===== src/rtl/multdiv_pkg.sv =====
// Shared definitions for the multdiv unit: FSM states, Booth select codes, iteration count.
package multdiv_pkg;

    typedef enum logic [1:0] {
        IDLE = 2'd0,
        RUN  = 2'd1,
        DONE = 2'd2
    } state_e;

    typedef enum logic [2:0] {
        SEL_ZERO = 3'd0,
        SEL_PM   = 3'd1,
        SEL_P2M  = 3'd2,
        SEL_NM   = 3'd3,
        SEL_N2M  = 3'd4
    } sel_e;

    localparam int unsigned MULT_WIDTH = 32;
    localparam int unsigned ITER       = MULT_WIDTH / 2;

endpackage


===== src/rtl/booth_mult_iter_if.sv =====
// Start/operand/result handshake between the multdiv issue logic and the Booth multiplier.
interface booth_mult_iter_if #(
    parameter int unsigned WIDTH = 32
) ();

    logic             ctrl_MULT;
    logic [WIDTH-1:0] data_operandA;
    logic [WIDTH-1:0] data_operandB;
    logic [WIDTH-1:0] data_result;
    logic             data_exception;
    logic             data_resultRDY;

    modport master (
        output ctrl_MULT,
        output data_operandA,
        output data_operandB,
        input  data_result,
        input  data_exception,
        input  data_resultRDY
    );

    modport slave (
        input  ctrl_MULT,
        input  data_operandA,
        input  data_operandB,
        output data_result,
        output data_exception,
        output data_resultRDY
    );

endinterface


===== src/rtl/booth_recode.sv =====
// Radix-4 Booth recoder: 3-bit multiplier window to partial-product select and negate flag.
module booth_recode
    import multdiv_pkg::*;
(
    input  logic [2:0] win_i,
    output sel_e       sel_o,
    output logic       neg_o
);

    always_comb begin
        sel_o = SEL_ZERO;
        unique case (win_i)
            3'b001, 3'b010: sel_o = SEL_PM;
            3'b011:         sel_o = SEL_P2M;
            3'b100:         sel_o = SEL_N2M;
            3'b101, 3'b110: sel_o = SEL_NM;
            default:        sel_o = SEL_ZERO;
        endcase
        neg_o = (sel_o == SEL_NM) || (sel_o == SEL_N2M);
    end

endmodule


===== src/rtl/booth_mult_iter.sv =====
// Iterative radix-4 Booth signed multiplier, WIDTH/2 iterations per product.
// Optional BOOTH_EARLY_EXIT_EN: finish early once all remaining Booth digits are zero.
module booth_mult_iter
    import multdiv_pkg::*;
#(
    parameter int unsigned WIDTH = MULT_WIDTH
) (
    input  logic               clock,
    input  logic               reset,
    booth_mult_iter_if.slave   bus
);

    localparam int unsigned NumIter = WIDTH / 2;
    localparam int unsigned PW      = 2 * WIDTH + 1;
    localparam int unsigned CntW    = $clog2(NumIter) + 1;

    state_e           state_q, state_d;
    logic [CntW-1:0]  cnt_q, cnt_d;
    logic [WIDTH-1:0] m_q, m_d;
    logic [PW-1:0]    p_q, p_d;
    logic [WIDTH-1:0] res_q, res_d;
    logic             exc_q, exc_d;
    logic             rdy_q, rdy_d;

    sel_e             sel;
    logic             neg;
    logic [WIDTH+1:0] m_ext, mag, addend, sum;
    logic [PW-1:0]    p_next;
    logic             last_iter;

    booth_recode u_recode (
        .win_i (p_q[2:0]),
        .sel_o (sel),
        .neg_o (neg)
    );

    always_comb begin
        m_ext = {{2{m_q[WIDTH-1]}}, m_q};
        mag   = '0;
        unique case (sel)
            SEL_PM, SEL_NM:   mag = m_ext;
            SEL_P2M, SEL_N2M: mag = m_ext << 1;
            default:          mag = '0;
        endcase
        addend = neg ? -mag : mag;
        sum    = {{2{p_q[PW-1]}}, p_q[PW-1:WIDTH+1]} + addend;
        // Add into the upper half and arithmetic-shift the whole register right by 2.
        p_next = {sum, p_q[WIDTH:2]};
    end

    assign last_iter = (cnt_q == CntW'(NumIter - 1));

`ifdef BOOTH_EARLY_EXIT_EN
    logic          early;
    logic [PW-1:0] p_early;

    always_comb begin
        early   = (p_q[WIDTH:0] == '0) || (&p_q[WIDTH:0]);
        p_early = $signed(p_q) >>> (2 * (NumIter - 32'(cnt_q)));
    end
`endif

    always_comb begin
        state_d = state_q;
        cnt_d   = cnt_q;
        m_d     = m_q;
        p_d     = p_q;
        res_d   = res_q;
        exc_d   = exc_q;
        rdy_d   = 1'b0;
        unique case (state_q)
            RUN: begin
                p_d   = p_next;
                cnt_d = cnt_q + 1'b1;
                if (last_iter) state_d = DONE;
`ifdef BOOTH_EARLY_EXIT_EN
                if (early) begin
                    p_d     = p_early;
                    state_d = DONE;
                end
`endif
            end
            DONE: begin
                res_d   = p_q[WIDTH:1];
                exc_d   = (p_q[PW-1:WIDTH] != {(WIDTH + 1){p_q[WIDTH]}});
                rdy_d   = 1'b1;
                state_d = IDLE;
            end
            default: ;
        endcase
        // A start always wins: it aborts any operation in flight.
        if (bus.ctrl_MULT) begin
            m_d     = bus.data_operandA;
            p_d     = {{WIDTH{1'b0}}, bus.data_operandB, 1'b0};
            cnt_d   = '0;
            state_d = RUN;
        end
    end

    always_ff @(posedge clock or posedge reset) begin
        if (reset) begin
            state_q <= IDLE;
            cnt_q   <= '0;
            m_q     <= '0;
            p_q     <= '0;
            res_q   <= '0;
            exc_q   <= 1'b0;
            rdy_q   <= 1'b0;
        end else begin
            state_q <= state_d;
            cnt_q   <= cnt_d;
            m_q     <= m_d;
            p_q     <= p_d;
            res_q   <= res_d;
            exc_q   <= exc_d;
            rdy_q   <= rdy_d;
        end
    end

    assign bus.data_result    = res_q;
    assign bus.data_exception = exc_q;
    assign bus.data_resultRDY = rdy_q;

endmodule


===== src/flat_wrapper.sv =====
// flat-port wrapper written by rule: the top's interface ports become plain ports
module booth_mult_iter_flat import multdiv_pkg::*;
#(
    parameter int unsigned WIDTH = MULT_WIDTH
)
  (clock, reset, bus_ctrl_MULT, bus_data_operandA, bus_data_operandB, bus_data_result, bus_data_exception, bus_data_resultRDY);
  booth_mult_iter_if #(.WIDTH(WIDTH)) bus_i ();
  input  logic clock;
  input  logic reset;
  input wire logic [$bits(bus_i.ctrl_MULT)-1:0] bus_ctrl_MULT;
  input wire logic [$bits(bus_i.data_operandA)-1:0] bus_data_operandA;
  input wire logic [$bits(bus_i.data_operandB)-1:0] bus_data_operandB;
  output wire logic [$bits(bus_i.data_result)-1:0] bus_data_result;
  output wire logic [$bits(bus_i.data_exception)-1:0] bus_data_exception;
  output wire logic [$bits(bus_i.data_resultRDY)-1:0] bus_data_resultRDY;
  assign bus_i.ctrl_MULT = bus_ctrl_MULT;
  assign bus_i.data_operandA = bus_data_operandA;
  assign bus_i.data_operandB = bus_data_operandB;
  assign bus_data_result = bus_i.data_result;
  assign bus_data_exception = bus_i.data_exception;
  assign bus_data_resultRDY = bus_i.data_resultRDY;
  booth_mult_iter #(.WIDTH(WIDTH)) u_core (.clock(clock), .reset(reset), .bus(bus_i));
endmodule

===== config.mk =====
export PLATFORM = sky130hd
export DESIGN_NAME = booth_mult_iter_flat
export DESIGN_NICKNAME = d
export VERILOG_FILES = /design/src/rtl/multdiv_pkg.sv /design/src/rtl/booth_mult_iter_if.sv /design/src/rtl/booth_recode.sv /design/src/rtl/booth_mult_iter.sv /design/src/flat_wrapper.sv
export SDC_FILE = /design/constraint.sdc
export NUM_CORES = 1
export LEC_CHECK = 0
export ABC_AREA = 1
export BUFFER_PORTS_ARGS = -buffer_cell sky130_fd_sc_hd__buf_2
export CORE_UTILIZATION = 45
export DETAILED_ROUTE_END_ITERATION = 6
export GPL_TIMING_DRIVEN = 0
export PLACE_DENSITY = 0.66
export SETUP_SLACK_MARGIN = 0.5
export SKIP_LAST_GASP = 1
export SYNTH_ARGS = -nofsm -noshare
export SYNTH_HDL_FRONTEND = slang
export SYNTH_SLANG_ARGS = --single-unit

===== constraint.sdc =====
create_clock -name clock -period 5.6 [get_ports clock]
set_clock_uncertainty 0.2 [all_clocks]
set_input_delay 0.56 -clock clock [delete_from_list [all_inputs] [get_ports clock]]
set_output_delay 0.56 -clock clock [all_outputs]
set_load 0.02 [all_outputs]

==> flow_summary_export.csv, run 1 <==
group,metric,value,unit
power,sw_frac_of_total,44.5,%
clock_tree,clockBufferDepth,2,
power,p_int,2.36,mW
placement,post-place-cells,1632,
timing,finalHoldViolations,0,
timing,max_freq,0.226,GHz
worst_setup_path,startpoint,"u_core.p_q[1]$_DFFE_PP0P_",
worst_setup_path,critPathCaptureType,"register",
worst_setup_path,critPathSlowestCell,"o21ai_0",
worst_hold_path,hp-start,"bus_data_operandA[4]",
timing,slew_headroom,31.2,%
job,max_cap_violations,0,
worst_setup_path,crit_chain,"nand2_1, inv_2, nor2_1, inv_1, clkbuf_1, nor2_1, xor2_1, inv_1, ha_1, nand3_1, nand3_1, nand3_1, nand2_1, nand2_1, nand2_1, inv_1, o21ai_0, nand2_1, nand2_1, nand2_1, nand2_1, o21ai_0",
final_layout,diodes,0,
timing,period_needed,4.42,ns
drt,wl_per_cell,14.9,um
grt,grt_pass1_wl,40700,um
timing,rsz0062_at_grt,"no",
status,status,"finished, final reports clean",
worst_setup_path,r2r.worst_path.cells,22,
worst_setup_path,r2r_slack,1.18,ns
drt,vias,8619,
grt,grtUsageTotal,25.8,%
grt,grt_overflow,0,
synthesis,ys_seq_area_share,38.8,%
worst_setup_path,r2r_start,"u_core.p_q[1]$_DFFE_PP0P_",
worst_setup_path,r2r_end,"u_core.p_q[49]$_DFFE_PP0P_",
synthesis,synth_area_per_cell,7.02,um^2
die,core_area,0.0194,mm^2
synthesis,synth.net_count,1371,
die,dieArea,0.0203,mm^2
clock_tree,clk_pin_slew_worst_paths,0.07,ns
die,initial_core_util,45.9,%
die,dieHeight,143,um
worst_setup_path,cp_top_family,"simple AND/OR/NAND/NOR gates",
worst_setup_path,crit_fanout,10,
synthesis,yosysWarnings,0,
synthesis,synth_common_cells,"392 x nand2_1, 155 x inv_1, 138 x dfrtp_1",
drt,first_pass_iters,5,
timing,hold_slack,0.123,ns
timing,maxSlewViolCount,0,
drt,wl,24800,um
synthesis,syn_area,0.00890,mm^2
placement,io_buffers,99,
worst_hold_path,hp-class,"in -> reg",
placement,gp_congestion,0.994,
timing,worstMarginPinSlew,1.03,ns
placement,dp_hpwl,19300,um
final_layout,final_area,0.0103,mm^2
synthesis,synthArstFlopShare,100,%
worst_setup_path,crit_required,5.72,ns
power,p_leak,5.33,nW
worst_hold_path,hold_path_end,"u_core.m_q[4]$_DFFE_PP0P_",
worst_setup_path,worst-path-buf-inv,5,
worst_setup_path,crit_path_frequent_cell,"nand2_1",
final_layout,drive_above_1_share,10.9,%
final_layout,area_growth,16.1,%
placement,dpl_cell_area,0.00976,mm^2
worst_hold_path,hold-path-cell-count,3,
final_layout,utilization,53.2,%
clock_tree,cts_tree,"yes",
final_layout,fill_cells,1983,
die,placementRows,51,
grt,grt_max_degree,97,
die,ios,101,
timing,finalSetupViolations,0,
synthesis,synth_edf_count,0,
power,p_per_area,412,mW/mm^2
timing,min_period_over_period,78.8,%
drt,drt_drc_violations_left,0,
worst_setup_path,slowest_delay,0.55,ns
clock_tree,clkLatencyLatePin,0.43,ns
clock_tree,clock-sinks,138,
grt,antenna_found_initial,0,
drt,antenna_left,0,
synthesis,ys_ff_latch,138,
synthesis,synth_flop_cell,"dfrtp_1",
clock_tree,cts-root-buf,"clkbuf_16",
synthesis,netlist_instances,1267,
power,power_frac_comb,44.4,%
power,power_frac_clock,25.8,%
drt,avgViaCountPerCell,5.18,
synthesis,netlist.area_leader.share,38.8,%
worst_setup_path,start_kind,"register",
power,ir_drop,257,uV
synthesis,yosysMostFrequentCell,"nand2_1",
final_layout,stdcell_count,1665,
drt,drt-initial-drc-count,676,
synthesis,yosysUniqueCellTypes,38,
worst_setup_path,critPathKind,"reg -> reg",
die,die_w,143,um
clock_tree,cts_htree_levels,4,
power,seq_power_share,29.8,%
power,power_switching,1.89,mW
clock_tree,cts_buffers,17,
clock_tree,post-cts-setup-buffers,0,
synthesis,synth_area_leaders,"dfrtp_1 39%, nand2_1 17%, inv_1 6.5%, o21ai_0 5.5%, ha_1 5.1%",
final_layout,nNetsFinal,1491,
worst_setup_path,cp_data_arrival_time,4.53,ns
grt,grt_pass1_vias,8098,
synthesis,yosys.area.top_type,"dfrtp_1",
## logic make-up after synthesis
group / after synthesis / share of synthesized area, %
xor+xnor: 41 / 4.04
simple gates: 632 / 28.9
compound gates: 218 / 14.3
fa+ha+maj: 37 / 5.29
flops: 138 / 38.8
buf+inv: 201 / 8.61
## flip-flops by register name, indices dropped and copies added (netlist names)
signal,cells
u_core.m_q,32
u_core.bus.data_result,32
u_core.state_q,2
u_core.bus.data_resultRDY,1
u_core.p_q,65
u_core.cnt_q,5
u_core.bus.data_exception,1
## cells in the final DEF, fill, tap and decap left out, types with 23 or more instances in the layout
master    instances
nand3_1          84
inv_1           154
buf_2           108
ha_1             36
o221ai_1         30
xor2_1           23
dfrtp_1         138
o21ai_0          98
a21oi_1          47
nor2_1          115
clkbuf_1         33
nand2_1         392
## power by group through the flow
stage | registers [mW] | logic [mW] | clock network, mW
4_1_cts | 1.26 | 1.85 | 1.11
6_report | 1.27 | 1.89 | 1.10
3_5_place_dp | 1.28 | 1.84 | 0
2_1_floorplan | 1.24 | 1.39 | 0
3_3_place_gp | 1.28 | 1.83 | 0
5_1_grt | 1.28 | 2.13 | 1.15
## metrics by stage
stage / setup TNS [ns] / power [mW] / worst slack [ns]
after floorplan: 0 / 2.63 / 1.14
after global placement: -77.33 / 3.11 / -0.571
after detailed placement: 0 / 3.12 / 1.25
after CTS: 0 / 4.23 / 1.23
after global routing: 0 / 4.57 / 0.840
final: 0 / 4.25 / 1.18
## layer usage
layer  wire [um]  global-route usage [%]
met1       12100                    36.7
met2       11000                    40.4
met3        1150                    3.60
met4         613                    8.43
met5           0                       0
## worst reg2reg max path: stages, from the launching register on
cell	delay, ns
dfrtp_1	0.41
nand2_1	0.11
inv_2	0.04
nor2_1	0.47
inv_1	0.22
clkbuf_1	0.30
nor2_1	0.19
xor2_1	0.17
inv_1	0.10
ha_1	0.36
nand3_1	0.10
nand3_1	0.14
nand3_1	0.09
nand2_1	0.15
nand2_1	0.07
nand2_1	0.11
inv_1	0.06
o21ai_0	0.55
nand2_1	0.10
nand2_1	0.16
nand2_1	0.08
nand2_1	0.06
o21ai_0	0.08
## final cells by class
class                           instances  area (um^2)  share of cell area, %
Inverter                              158          598                   5.79
Multi-Input combinational cell        928         4680                   45.3
Timing Repair Buffer                  101          533                   5.16
Buffer                                 43          173                   1.67
Sequential cell                       138         3450                   33.4
Tap cell                              265          332                   3.21
Clock inverter                         14          124                   1.20
Clock buffer                           18          439                   4.25
## worst max path at each step
| stage | endpoint | depth (start not counted) | slack [ns] |
|---|---|---|---|
| 6_report | u_core.p_q[49]$_DFFE_PP0P_ | 22 | 1.18 |
| 5_1_grt | u_core.p_q[49]$_DFFE_PP0P_ | 22 | 0.84 |
| 4_1_cts | u_core.p_q[49]$_DFFE_PP0P_ | 22 | 1.23 |
| 3_5_place_dp | u_core.p_q[61]$_DFFE_PP0P_ | 22 | 1.25 |
| 3_3_place_gp | u_core.p_q[64]$_DFFE_PP0P_ | 2 | -0.57 |
| 2_1_floorplan | u_core.bus.data_exception$_DFFE_PP0P_ | 1 | 1.14 |
## repair_timing
| item | 4_1_cts | 5_1_grt |
|---|---|---|
| gates resized for setup | 0 | 0 |
| hold buffers | 1 | 0 |
| hold endpoints to repair | 42 | 0 |
(Power assumes the default switching activity.)
==> run 2, diff against run 1 <==
==> constraint.sdc (replaced) <==
create_clock -name clock -period 4.5 [get_ports clock]
set_clock_uncertainty 0.2 [all_clocks]
set_input_delay 0.45 -clock clock [delete_from_list [all_inputs] [get_ports clock]]
set_output_delay 0.45 -clock clock [all_outputs]
set_load 0.02 [all_outputs]
==> run 2 against run 1 <==
  * Clock power is 22% higher
  * Design area grew 6.1%
  * Maximum frequency is 15% higher
  * Critical path type unchanged
  * Highest routed layer unchanged
  * Register-to-register slack worse by 0.53 ns
  * Sequential share of layout area is 1.9 points lower
==> flow_summary_export.csv, run 2 (same netlist as run 1, synthesis figures left out) <==
group,metric,value,unit
grt,antenna_found_initial,0,
worst_setup_path,crit_fanout,6,
placement,io_buffers,99,
final_layout,largest_reg_flops,65,
final_layout,drive_above_1_share,19.1,%
final_layout,final_area,0.0110,mm^2
grt,grt_max_degree,36,
die,die_w,143,um
final_layout,fill_cells,1879,
drt,first_pass_iters,5,
timing,setup-tns-final,0,ns
final_layout,layout_common_cells,"375 x nand2_1, 147 x inv_1, 136 x dfrtp_1, 104 x buf_2, 92 x nor2_1",
drt,wl,26000,um
timing,rsz0062_at_grt,"yes",
die,dieHeight,143,um
final_layout,regMostFlops,"u_core.p_q",
clock_tree,clockBufferDepth,2,
drt,antenna_left,0,
grt,grtUsageTotal,26.3,%
drt,vias,8808,
die,placementRows,51,
drt,drt-initial-drc-count,611,
timing,period_needed,3.84,ns
power,ir_drop,250,uV
timing,maxSlewViolCount,0,
final_layout,final_common_cell,"nand2_1",
clock_tree,cts-root-buf,"clkbuf_16",
clock_tree,cts_buffers,17,
timing,finalHoldViolations,0,
worst_setup_path,critPathKind,"reg -> reg",
status,status,"finished, final reports clean",
timing,slew_headroom,36.6,%
die,ios,101,
timing,min_period_over_period,85.4,%
worst_hold_path,hp-class,"in -> reg",
drt,drt_drc_violations_left,0,
drt,wl_per_cell,15.5,um
power,p_leak,5.47,nW
die,dieArea,0.0203,mm^2
timing,max_freq,0.260,GHz
placement,dpl_cell_area,0.00981,mm^2
placement,gp_congestion,0.954,
worst_setup_path,critPathCaptureType,"register",
final_layout,diodes,0,
job,max_cap_violations,0,
worst_setup_path,cp_data_arrival_time,3.96,ns
grt,grt_pass1_vias,8106,
power,p_per_area,522,mW/mm^2
worst_setup_path,start_kind,"register",
timing,worstMarginPinSlew,0.948,ns
final_layout,area_growth,23.2,%
die,core_area,0.0194,mm^2
grt,grt_pass1_wl,41400,um
worst_setup_path,crit_required,4.61,ns
die,initial_core_util,45.9,%
placement,dp_hpwl,19800,um
clock_tree,clk_pin_slew_worst_paths,0.07,ns
clock_tree,cts_htree_levels,4,
worst_hold_path,hold-path-cell-count,3,
worst_setup_path,r2r.worst_path.cells,26,
clock_tree,cts_tree,"yes",
clock_tree,clock-sinks,138,
drt,avgViaCountPerCell,5.24,
grt,grt_overflow,0,
clock_tree,clkLatencyLatePin,0.42,ns
timing,finalSetupViolations,0,
final_layout,nNetsFinal,1507,
==> run 2: cell types whose count changed in the layout (fill, tap and decap cells not counted), sizes merged <==
cell / delta
clkinvlp: +1
buf: +15
inv: -3
clkinv: +1
clkbuf: +1
==> run 2: layout make-up <==
| class | instances | area, um^2 | share of cell area (%) |
|---|---|---|---|
| Multi-Input combinational cell | 928 | 5140 | 46.9 |
| Sequential cell | 138 | 3460 | 31.5 |
| Timing Repair Buffer | 117 | 681 | 6.21 |
| Inverter | 158 | 599 | 5.47 |
| Clock buffer | 18 | 439 | 4.01 |
| Tap cell | 265 | 332 | 3.03 |
| Buffer | 43 | 203 | 1.85 |
| Clock inverter | 13 | 109 | 0.993 |
==> run 2: routing by layer <==
metal | vias up | track usage (%) | share of wire, %
met4 | 0 | 7.53 | 1.7
li1 | 4411 | - | -
met1 | 4125 | 37.9 | 47
met3 | 28 | 3.57 | 4.9
met5 | - | 0 | 0
met2 | 244 | 41.2 | 46
==> run 2: through the flow <==
stage / power [mW] / setup WS [ns] / util (%) / cells / hold WS, ns
after floorplan: 3.27 / 1.11 / - / 1267 / 0.234
after global placement: 3.87 / 0.103 / 50.1 / 1631 / 0.253
after detailed placement: 3.90 / 0.101 / 50.6 / 1635 / 0.204
after CTS: 5.32 / 0.501 / 53.9 / 1668 / 0.00689
after global routing: 6.10 / 0.416 / 56.5 / 1680 / 0.0285
final: 5.72 / 0.656 / 56.5 / 1680 / 0.0172
==> run 2: worst paths after layout <==
kind / start / endpoint / slack (ns)
max: u_core.p_q[0]$_DFFE_PP0P_ / u_core.p_q[51]$_DFFE_PP0P_ / 0.66
min: bus_data_operandA[24] / u_core.m_q[24]$_DFFE_PP0P_ / 0.02
max reg2reg: u_core.p_q[0]$_DFFE_PP0P_ / u_core.p_q[51]$_DFFE_PP0P_ / 0.66
min reg2reg: u_core.bus.data_result[27]$_DFFE_PP0P_ / u_core.bus.data_result[27]$_DFFE_PP0P_ / 0.28
max in group asynchronous: reset / u_core.p_q[63]$_DFFE_PP0P_ / 3.09
min in group asynchronous: reset / u_core.p_q[8]$_DFFE_PP0P_ / 0.30
==> run 2: where the power goes <==
part,internal (mW),switching [mW],leakage [nW],total (mW)
Clock,0.732,0.613,0.268,1.34
Sequential,1.42,0.180,1.77,1.60
Combinational,1.01,1.77,3.44,2.78
==> run 2: critical path, cell delays in order (launching register included) <==
cell and delay [ns]:
dfrtp_2 0.47, nand2_4 0.11, inv_4 0.05, nor2_4 0.21, buf_6 0.16, nand2_1 0.05, nand2_1 0.13, nor2_1 0.08
nand2_1 0.10, nand2_1 0.10, o21ai_0 0.12, xnor2_1 0.18, inv_2 0.10, ha_4 0.31, inv_1 0.05, o21ai_1 0.23
nor2_1 0.10, nand2_2 0.10, inv_1 0.08, o21ai_2 0.18, inv_1 0.09, o21ai_2 0.18, nand2_1 0.09, nand2_1 0.06
nand2_1 0.05, nand3_1 0.08, nand2_1 0.07
==> run 2: repair_timing <==
item / 4_1_cts / 5_1_grt
endpoints found under the setup margin: 20 / 23
hold endpoints to repair: 9 / 0
gates resized for setup: 25 / 124
buffers inserted: 1 / 11
pin swaps: 1 / 27
hold buffers: 1 / 0
gates cloned: 0 / 1
